**src/rtl/muldiv_pkg.sv**
```systemverilog
// Shared types and constants for the iterative multiply/divide unit.
package muldiv_pkg;

  localparam int XLEN   = 32;
  localparam int ADDR_W = 5;
  localparam int CNT_W  = 6;

  typedef logic [1:0] op_t;

  localparam op_t OP_MUL   = 2'b00;
  localparam op_t OP_MULHU = 2'b01;
  localparam op_t OP_DIVU  = 2'b10;
  localparam op_t OP_REMU  = 2'b11;

  typedef enum logic [1:0] {
    IDLE = 2'd0,
    RUN  = 2'd1,
    DONE = 2'd2
  } state_t;

  function automatic logic is_div(op_t op);
    return op[1];
  endfunction

  // MULHU and REMU live in the upper half of the accumulator.
  function automatic logic [XLEN-1:0] res_sel(
    op_t                  op,
    logic [2*XLEN-1:0]    acc
  );
    logic [XLEN-1:0] r;
    unique case (op)
      OP_MUL,
      OP_DIVU:  r = acc[XLEN-1:0];
      OP_MULHU,
      OP_REMU:  r = acc[2*XLEN-1:XLEN];
      default:  r = acc[XLEN-1:0];
    endcase
    return r;
  endfunction

endpackage

```
**src/rtl/muldiv_if.sv**
```systemverilog
// Issue/write-back bundle between the execute stage and the mul/div unit.
interface muldiv_if;
  import muldiv_pkg::*;

  logic              start;
  op_t               op;
  logic [XLEN-1:0]   src_a;
  logic [XLEN-1:0]   src_b;
  logic [ADDR_W-1:0] dest_addr;
  logic              stall;
  logic              busy;
  logic              wb_en;
  logic [ADDR_W-1:0] wb_addr;
  logic [XLEN-1:0]   wb_data;

  modport master (
    output start, op, src_a, src_b, dest_addr,
    input  stall, busy, wb_en, wb_addr, wb_data
  );

  modport slave (
    input  start, op, src_a, src_b, dest_addr,
    output stall, busy, wb_en, wb_addr, wb_data
  );

endinterface

```
**src/rtl/muldiv_step.sv**
```systemverilog
// One iteration: shift-add multiply step or restoring divide step.
module muldiv_step
  import muldiv_pkg::*;
(
  input  logic              div_i,
  input  logic [XLEN-1:0]   opd_i,
  input  logic [2*XLEN-1:0] acc_i,
  output logic [2*XLEN-1:0] acc_o
);

  logic [XLEN-1:0] hi;
  logic [XLEN-1:0] lo;
  logic [XLEN:0]   sum;
  logic [XLEN:0]   rsh;
  logic [XLEN:0]   diff;

  always_comb begin
    hi   = acc_i[2*XLEN-1:XLEN];
    lo   = acc_i[XLEN-1:0];
    sum  = {1'b0, hi} + (lo[0] ? {1'b0, opd_i} : '0);
    rsh  = {hi, lo[XLEN-1]};
    diff = rsh - {1'b0, opd_i};
    if (div_i) begin
      // Negative difference restores the shifted remainder.
      if (diff[XLEN])
        acc_o = {rsh[XLEN-1:0], lo[XLEN-2:0], 1'b0};
      else
        acc_o = {diff[XLEN-1:0], lo[XLEN-2:0], 1'b1};
    end else begin
      acc_o = {sum, lo[XLEN-1:1]};
    end
  end

endmodule

```
**src/rtl/muldiv_unit.sv**
```systemverilog
// Iterative 32-bit unsigned MUL/MULHU/DIVU/REMU unit; stalls the core
module muldiv_unit
  import muldiv_pkg::*;
(
  input  logic     clk,
  input  logic     reset,
  muldiv_if.slave  bus
);

  state_t            state_q, state_d;
  logic [CNT_W-1:0]  cnt_q, cnt_d;
  op_t               op_q, op_d;
  logic [ADDR_W-1:0] dest_q, dest_d;
  logic [XLEN-1:0]   opd_q, opd_d;
  logic [2*XLEN-1:0] acc_q, acc_d;
  logic [ADDR_W-1:0] wb_addr_q, wb_addr_d;
  logic [XLEN-1:0]   wb_data_q, wb_data_d;
  logic [2*XLEN-1:0] step_acc;

  muldiv_step u_step (
    .div_i (is_div(op_q)),
    .opd_i (opd_q),
    .acc_i (acc_q),
    .acc_o (step_acc)
  );

  always_comb begin
    state_d   = state_q;
    cnt_d     = cnt_q;
    op_d      = op_q;
    dest_d    = dest_q;
    opd_d     = opd_q;
    acc_d     = acc_q;
    wb_addr_d = wb_addr_q;
    wb_data_d = wb_data_q;
    unique case (state_q)
      IDLE: begin
        if (bus.start) begin
          op_d    = bus.op;
          dest_d  = bus.dest_addr;
          cnt_d   = '0;
          // opd is the multiplicand or divisor; acc low half
          // holds the multiplier or dividend.
          opd_d   = is_div(bus.op) ? bus.src_b : bus.src_a;
          acc_d   = {{XLEN{1'b0}},
                     is_div(bus.op) ? bus.src_a : bus.src_b};
          state_d = RUN;
        end
      end
      RUN: begin
        acc_d = step_acc;
        cnt_d = cnt_q + 1'b1;
        if (cnt_q == CNT_W'(XLEN-1)) begin
          state_d   = DONE;
          wb_addr_d = dest_q;
          wb_data_d = res_sel(op_q, step_acc);
        end
      end
      DONE:    state_d = IDLE;
      default: state_d = IDLE;
    endcase
  end

  always_ff @(posedge clk) begin
    if (reset) begin
      state_q   <= IDLE;
      cnt_q     <= '0;
      op_q      <= OP_MUL;
      dest_q    <= '0;
      opd_q     <= '0;
      acc_q     <= '0;
      wb_addr_q <= '0;
      wb_data_q <= '0;
    end else begin
      state_q   <= state_d;
      cnt_q     <= cnt_d;
      op_q      <= op_d;
      dest_q    <= dest_d;
      opd_q     <= opd_d;
      acc_q     <= acc_d;
      wb_addr_q <= wb_addr_d;
      wb_data_q <= wb_data_d;
    end
  end

  assign bus.stall   = (state_q == IDLE && bus.start) ||
                       (state_q == RUN);
  assign bus.busy    = (state_q != IDLE);
  assign bus.wb_en   = (state_q == DONE) && (dest_q != '0);
  assign bus.wb_addr = wb_addr_q;
  assign bus.wb_data = wb_data_q;

endmodule

```
**src/flat_wrapper.sv**
```systemverilog
// flat-port wrapper written by rule: the top's interface ports become plain ports
module muldiv_unit_flat import muldiv_pkg::*;
  (clk, reset, bus_start, bus_op, bus_src_a, bus_src_b, bus_dest_addr, bus_stall, bus_busy, bus_wb_en, bus_wb_addr, bus_wb_data);
  muldiv_if bus_i ();
  input  logic clk;
  input  logic reset;
  input wire logic [$bits(bus_i.start)-1:0] bus_start;
  input wire logic [$bits(bus_i.op)-1:0] bus_op;
  input wire logic [$bits(bus_i.src_a)-1:0] bus_src_a;
  input wire logic [$bits(bus_i.src_b)-1:0] bus_src_b;
  input wire logic [$bits(bus_i.dest_addr)-1:0] bus_dest_addr;
  output wire logic [$bits(bus_i.stall)-1:0] bus_stall;
  output wire logic [$bits(bus_i.busy)-1:0] bus_busy;
  output wire logic [$bits(bus_i.wb_en)-1:0] bus_wb_en;
  output wire logic [$bits(bus_i.wb_addr)-1:0] bus_wb_addr;
  output wire logic [$bits(bus_i.wb_data)-1:0] bus_wb_data;
  assign bus_i.start = bus_start;
  assign bus_i.op = bus_op;
  assign bus_i.src_a = bus_src_a;
  assign bus_i.src_b = bus_src_b;
  assign bus_i.dest_addr = bus_dest_addr;
  assign bus_stall = bus_i.stall;
  assign bus_busy = bus_i.busy;
  assign bus_wb_en = bus_i.wb_en;
  assign bus_wb_addr = bus_i.wb_addr;
  assign bus_wb_data = bus_i.wb_data;
  muldiv_unit u_core (.clk(clk), .reset(reset), .bus(bus_i));
endmodule
```
**config.mk**
```make
export PLATFORM = sky130hd
export DESIGN_NAME = muldiv_unit_flat
export DESIGN_NICKNAME = d
export VERILOG_FILES = /design/src/rtl/muldiv_pkg.sv /design/src/rtl/muldiv_if.sv /design/src/rtl/muldiv_step.sv /design/src/rtl/muldiv_unit.sv /design/src/flat_wrapper.sv
export SDC_FILE = /design/constraint.sdc
export NUM_CORES = 1
export LEC_CHECK = 0
export BUFFER_PORTS_ARGS = -buffer_cell sky130_fd_sc_hd__buf_2
export CAP_MARGIN = 20
export CORE_MARGIN = 2
export CORE_UTILIZATION = 60
export DETAILED_ROUTE_END_ITERATION = 6
export PLACE_DENSITY = 0.82
export SETUP_SLACK_MARGIN = 0.15
export SLEW_MARGIN = 20
export SYNTH_ARGS = -nofsm -noshare
export SYNTH_HDL_FRONTEND = slang
export SYNTH_SLANG_ARGS = --single-unit
```
**constraint.sdc**
```tcl
create_clock -name clk -period 4.2 [get_ports clk]
set_input_delay 0.42 -clock clk [delete_from_list [all_inputs] [get_ports clk]]
set_output_delay 0.42 -clock clk [all_outputs]
set_load 0.01 [all_outputs]
```
==> results.cfg <==
[hold_path]
worst_hold_path.num_cells = 3
hp-start = bus_dest_addr[4]
holdCritPathClass = input port to register
hold_end = u_core.dest_q[4]

[synth]
synth.area.top_cells = dfxtp_1 (27%), mux2i_1 (10%), ha_1 (7.5%)
seq_area_frac_synth_pct = 27.3
synth_area_um2 = 10900
synth_edf_count = 0
yosysUniqueCellTypes = 84
ys.flop_type = dfxtp_1
netlist_instances = 1364
synth_top_area_share_pct = 27.3
synth-seq-cells = 148
yosysTopAreaCell = dfxtp_1
synthArstFlopShare_pct = 0
post_synth.cell_area_avg_um2 = 7.96
yosys_warnings = 0
syn_nets = 1505

[power]
power_density_nw_per_um2 = 335
leakagePower_uw = 0.00540
ir_drop_v = 0.000293
power_frac_seq_pct = 38.4
combPwrFrac_pct = 24.3
intPower_uw = 2660
pwr-share-clk_pct = 37.3
p_sw_share_pct = 35.1
p_switching_uw = 1430

[detailed_routing]
wirelength_um = 35800
dr.pass1.iters = 5
drtIter0Drc = 1177
ant_nets = 0
wl_per_cell_um = 21.3
vias = 11000
drc_errors = 0
post_drt_via_cell_ratio = 6.53

[cts]
clk_latency_ns = 0.44
clk_path_buf_depth = 2
htree_levels = 4
cts_inserted_buffers = 17
cts_sinks = 148
root_buffer = clkbuf_16
path_clk_slew_ns = 0.08
cts_tree = yes
hold_buffers = 0

[worst_setup_path]
r2r_cells = 15
crit_buf_inv = 3
cp_cell_sequence = buf_4 -> buf_4 -> and2_1 -> ha_1 -> a21o_1 -> a311oi_1 -> a221o_1 -> o311a_1 -> o21ai_0 -> a31oi_1 -> o21a_1 -> o21ai_0 -> o311ai_0 -> buf_4 -> a21oi_1
r2r_start = u_core.acc_q[0]
startpoint_type = register
cp_slowest_cell = o21ai_0
crit_top_cell = buf_4
cpLargestDelayFamily = compound AO/OA/AOI/OAI gates
cp_slowest_stage_delay_ns = 0.44
reg2reg_slack_ns = 0.41
arrival_ns = 4.16
end_kind = register
critPathMaxFanout = 22
r2r-end = u_core.bus.wb_data[31]
critical_path_class = register to register
required_ns = 4.56

[place]
port_buffers = 113
gp_congestion = 0.982
dp_hpwl_um = 26100
dp.cells = 1647

[global_route]
grt_pass1_wl_um = 55500
grt_max_degree = 90
grt_pass1_vias = 9966
antenna_found_initial = 0
met2_usage_pct = 51.6
busiest_layer = met1
overflow = 0
grt_use_met1_pct = 53.6
use_met3_pct = 9.49
track_usage_pct = 36.4

[timing]
maxSlewHeadroom_pct = 30.4
slew_violations = 0
finalCritPeriodShare_pct = 90.3
finalHoldViolCount = 0
period_needed_ns = 3.79
fmax_ghz = 0.264
tns_ns = 0
fin_skew_ns = 0.0138
setup_viol = 0
worstMarginPinSlew_ns = 1.04
rsz0062_at_grt = false

[layout]
antenna_cells = 0
drive_above_1_share_pct = 15.0
finish.utilization_pct = 68.4
synthToLayoutAreaGrowth_pct = 12.5
nFillCells = 1526
stdcell_count = 1680
fin_nets = 1579

[floorplan]
start_util_pct = 60.8
dieHeight_um = 138
ioPinCount = 114
die_w_um = 138
coreArea_um2 = 17800
rows = 49
die-area_um2 = 19200

[run]
maxCapViolations = 0

[run_status]
status = complete, no violations
## registers in the layout, summed over array words and instances (netlist names)
name / flops
u_core.cnt_q: 6
u_core.state_q: 2
u_core.dest_q: 5
u_core.opd_q: 32
u_core.op_q: 2
u_core.bus.wb_addr: 5
u_core.acc_q: 64
u_core.bus.wb_data: 32
## worst reg2reg max path, stage by stage, from the launching register on
cell	delay, ns
dfxtp_1	0.34
buf_4	0.20
buf_4	0.32
and2_1	0.18
ha_1	0.23
a21o_1	0.14
a311oi_1	0.14
a221o_1	0.35
o311a_1	0.15
o21ai_0	0.44
a31oi_1	0.30
o21a_1	0.26
o21ai_0	0.18
o311ai_0	0.16
buf_4	0.20
a21oi_1	0.13
## area by class of cell
type | count | area [um^2] | area share, %
Clock inverter | 15 | 158 | 1.29
Inverter | 53 | 199 | 1.63
Tap cell | 229 | 287 | 2.35
Clock buffer | 17 | 425 | 3.48
Multi-Input combinational cell | 1075 | 7370 | 60.3
Sequential cell | 148 | 2970 | 24.3
Timing Repair Buffer | 143 | 808 | 6.62
## cells by family after synthesis
| family | Yosys count | share of synthesized area (%) |
|---|---|---|
| AO/OA/AOI/OAI | 469 | 28.2 |
| XOR/XNOR | 56 | 4.52 |
| adder cells (fa/ha/maj) | 67 | 7.86 |
| buffers and inverters | 141 | 5.11 |
| flip-flops | 148 | 27.3 |
| multiplexers | 120 | 11.8 |
| AND/OR/NAND/NOR | 363 | 15.3 |
## power by group through the flow
stage | Clock (uW) | Sequential [uW] | Combinational [uW]
floorplan | 0 | 1550 | 699
global placement | 0 | 1590 | 936
detailed placement | 0 | 1590 | 953
CTS | 1520 | 1560 | 963
global route | 1580 | 1580 | 1080
finish | 1520 | 1570 | 995
## Yosys cell counts, types with 4 or more instances
cell and count:
nor2_1 116, o21ai_0 84, o21a_1 14, a22oi_1 5
o211ai_1 8, clkbuf_1 63, buf_2 4, xor2_1 26
nand2b_1 9, mux2i_1 108, inv_1 51, a21o_1 34
a31oi_1 12, buf_1 16, nand3_1 27, and3_1 5
nor2b_1 11, nor3_1 11, dfxtp_1 148, a22o_1 15
o31ai_1 7, ha_1 65, a21oi_1 148, o221a_2 4
and2_1 40, a221oi_1 7, o21ai_1 9, a211oi_1 42
o22ai_1 18, mux2_2 5, xnor2_1 30, or3_1 7
o21bai_1 7, nor4_1 4, nand2_1 115, mux4_2 5
nand4_1 9, o221ai_1 4
## layout by cell type, fill, tap and decap left out, types with 10 or more instances in the layout
cell type  Yosys  layout
a22o_1        15      15
a21oi_1      148     148
nor3_1        11      10
nand3_1       27      27
nor2b_1       11      10
xor2_1        26      26
o21ai_0       84      84
a211oi_1      42      42
xnor2_1       30      30
nor2_1       116     115
a31oi_1       12      12
buf_2          4     111
o22ai_1       18      18
mux2i_1      108     107
clkbuf_16      0      17
and2_1        40      39
o21a_1        14      14
inv_1         51      51
nand2_1      115     115
a21o_1        34      34
buf_4          3      31
dfxtp_1      148     147
ha_1          65      65
## through the flow
step                cell area (um^2)  setup WS (ns)  hold slack [ns]  total power, uW
floorplan                      10900          0.825            0.440             2250
global placement               11600          0.330            0.443             2530
detailed placement             11600          0.236            0.446             2550
CTS                            12200          0.218            0.206             4050
global route                   12200          0.192            0.220             4230
finish                         12200          0.407            0.210             4090
## worst max-delay path by stage
stage                     start                     end  slack [ns]  cells past startpoint
6_report        u_core.acc_q[0]  u_core.bus.wb_data[31]        0.41                     15
4_1_cts        u_core.acc_q[31]   u_core.bus.wb_data[5]        0.22                     14
2_1_floorplan   u_core.acc_q[0]  u_core.bus.wb_data[27]        0.83                     14
5_1_grt        u_core.acc_q[31]  u_core.bus.wb_data[19]        0.19                     13
3_5_place_dp   u_core.acc_q[31]   u_core.bus.wb_data[5]        0.24                     14
3_3_place_gp   u_core.acc_q[31]   u_core.bus.wb_data[5]        0.33                     14
## layer usage
| layer | vias up | wire (um) |
|---|---|---|
| met5 | - | 0 |
| met4 | 0 | 1050 |
| met3 | 83 | 4660 |
| met2 | 634 | 14600 |
| met1 | 5118 | 15500 |
| li1 | 5137 | - |
## what timing repair did
action	CTS	global route
gates resized for setup	0	2
endpoints found under the setup margin	0	17
hold endpoints to repair	0	0
setup buffers	0	1
(Power assumes the default switching activity.)
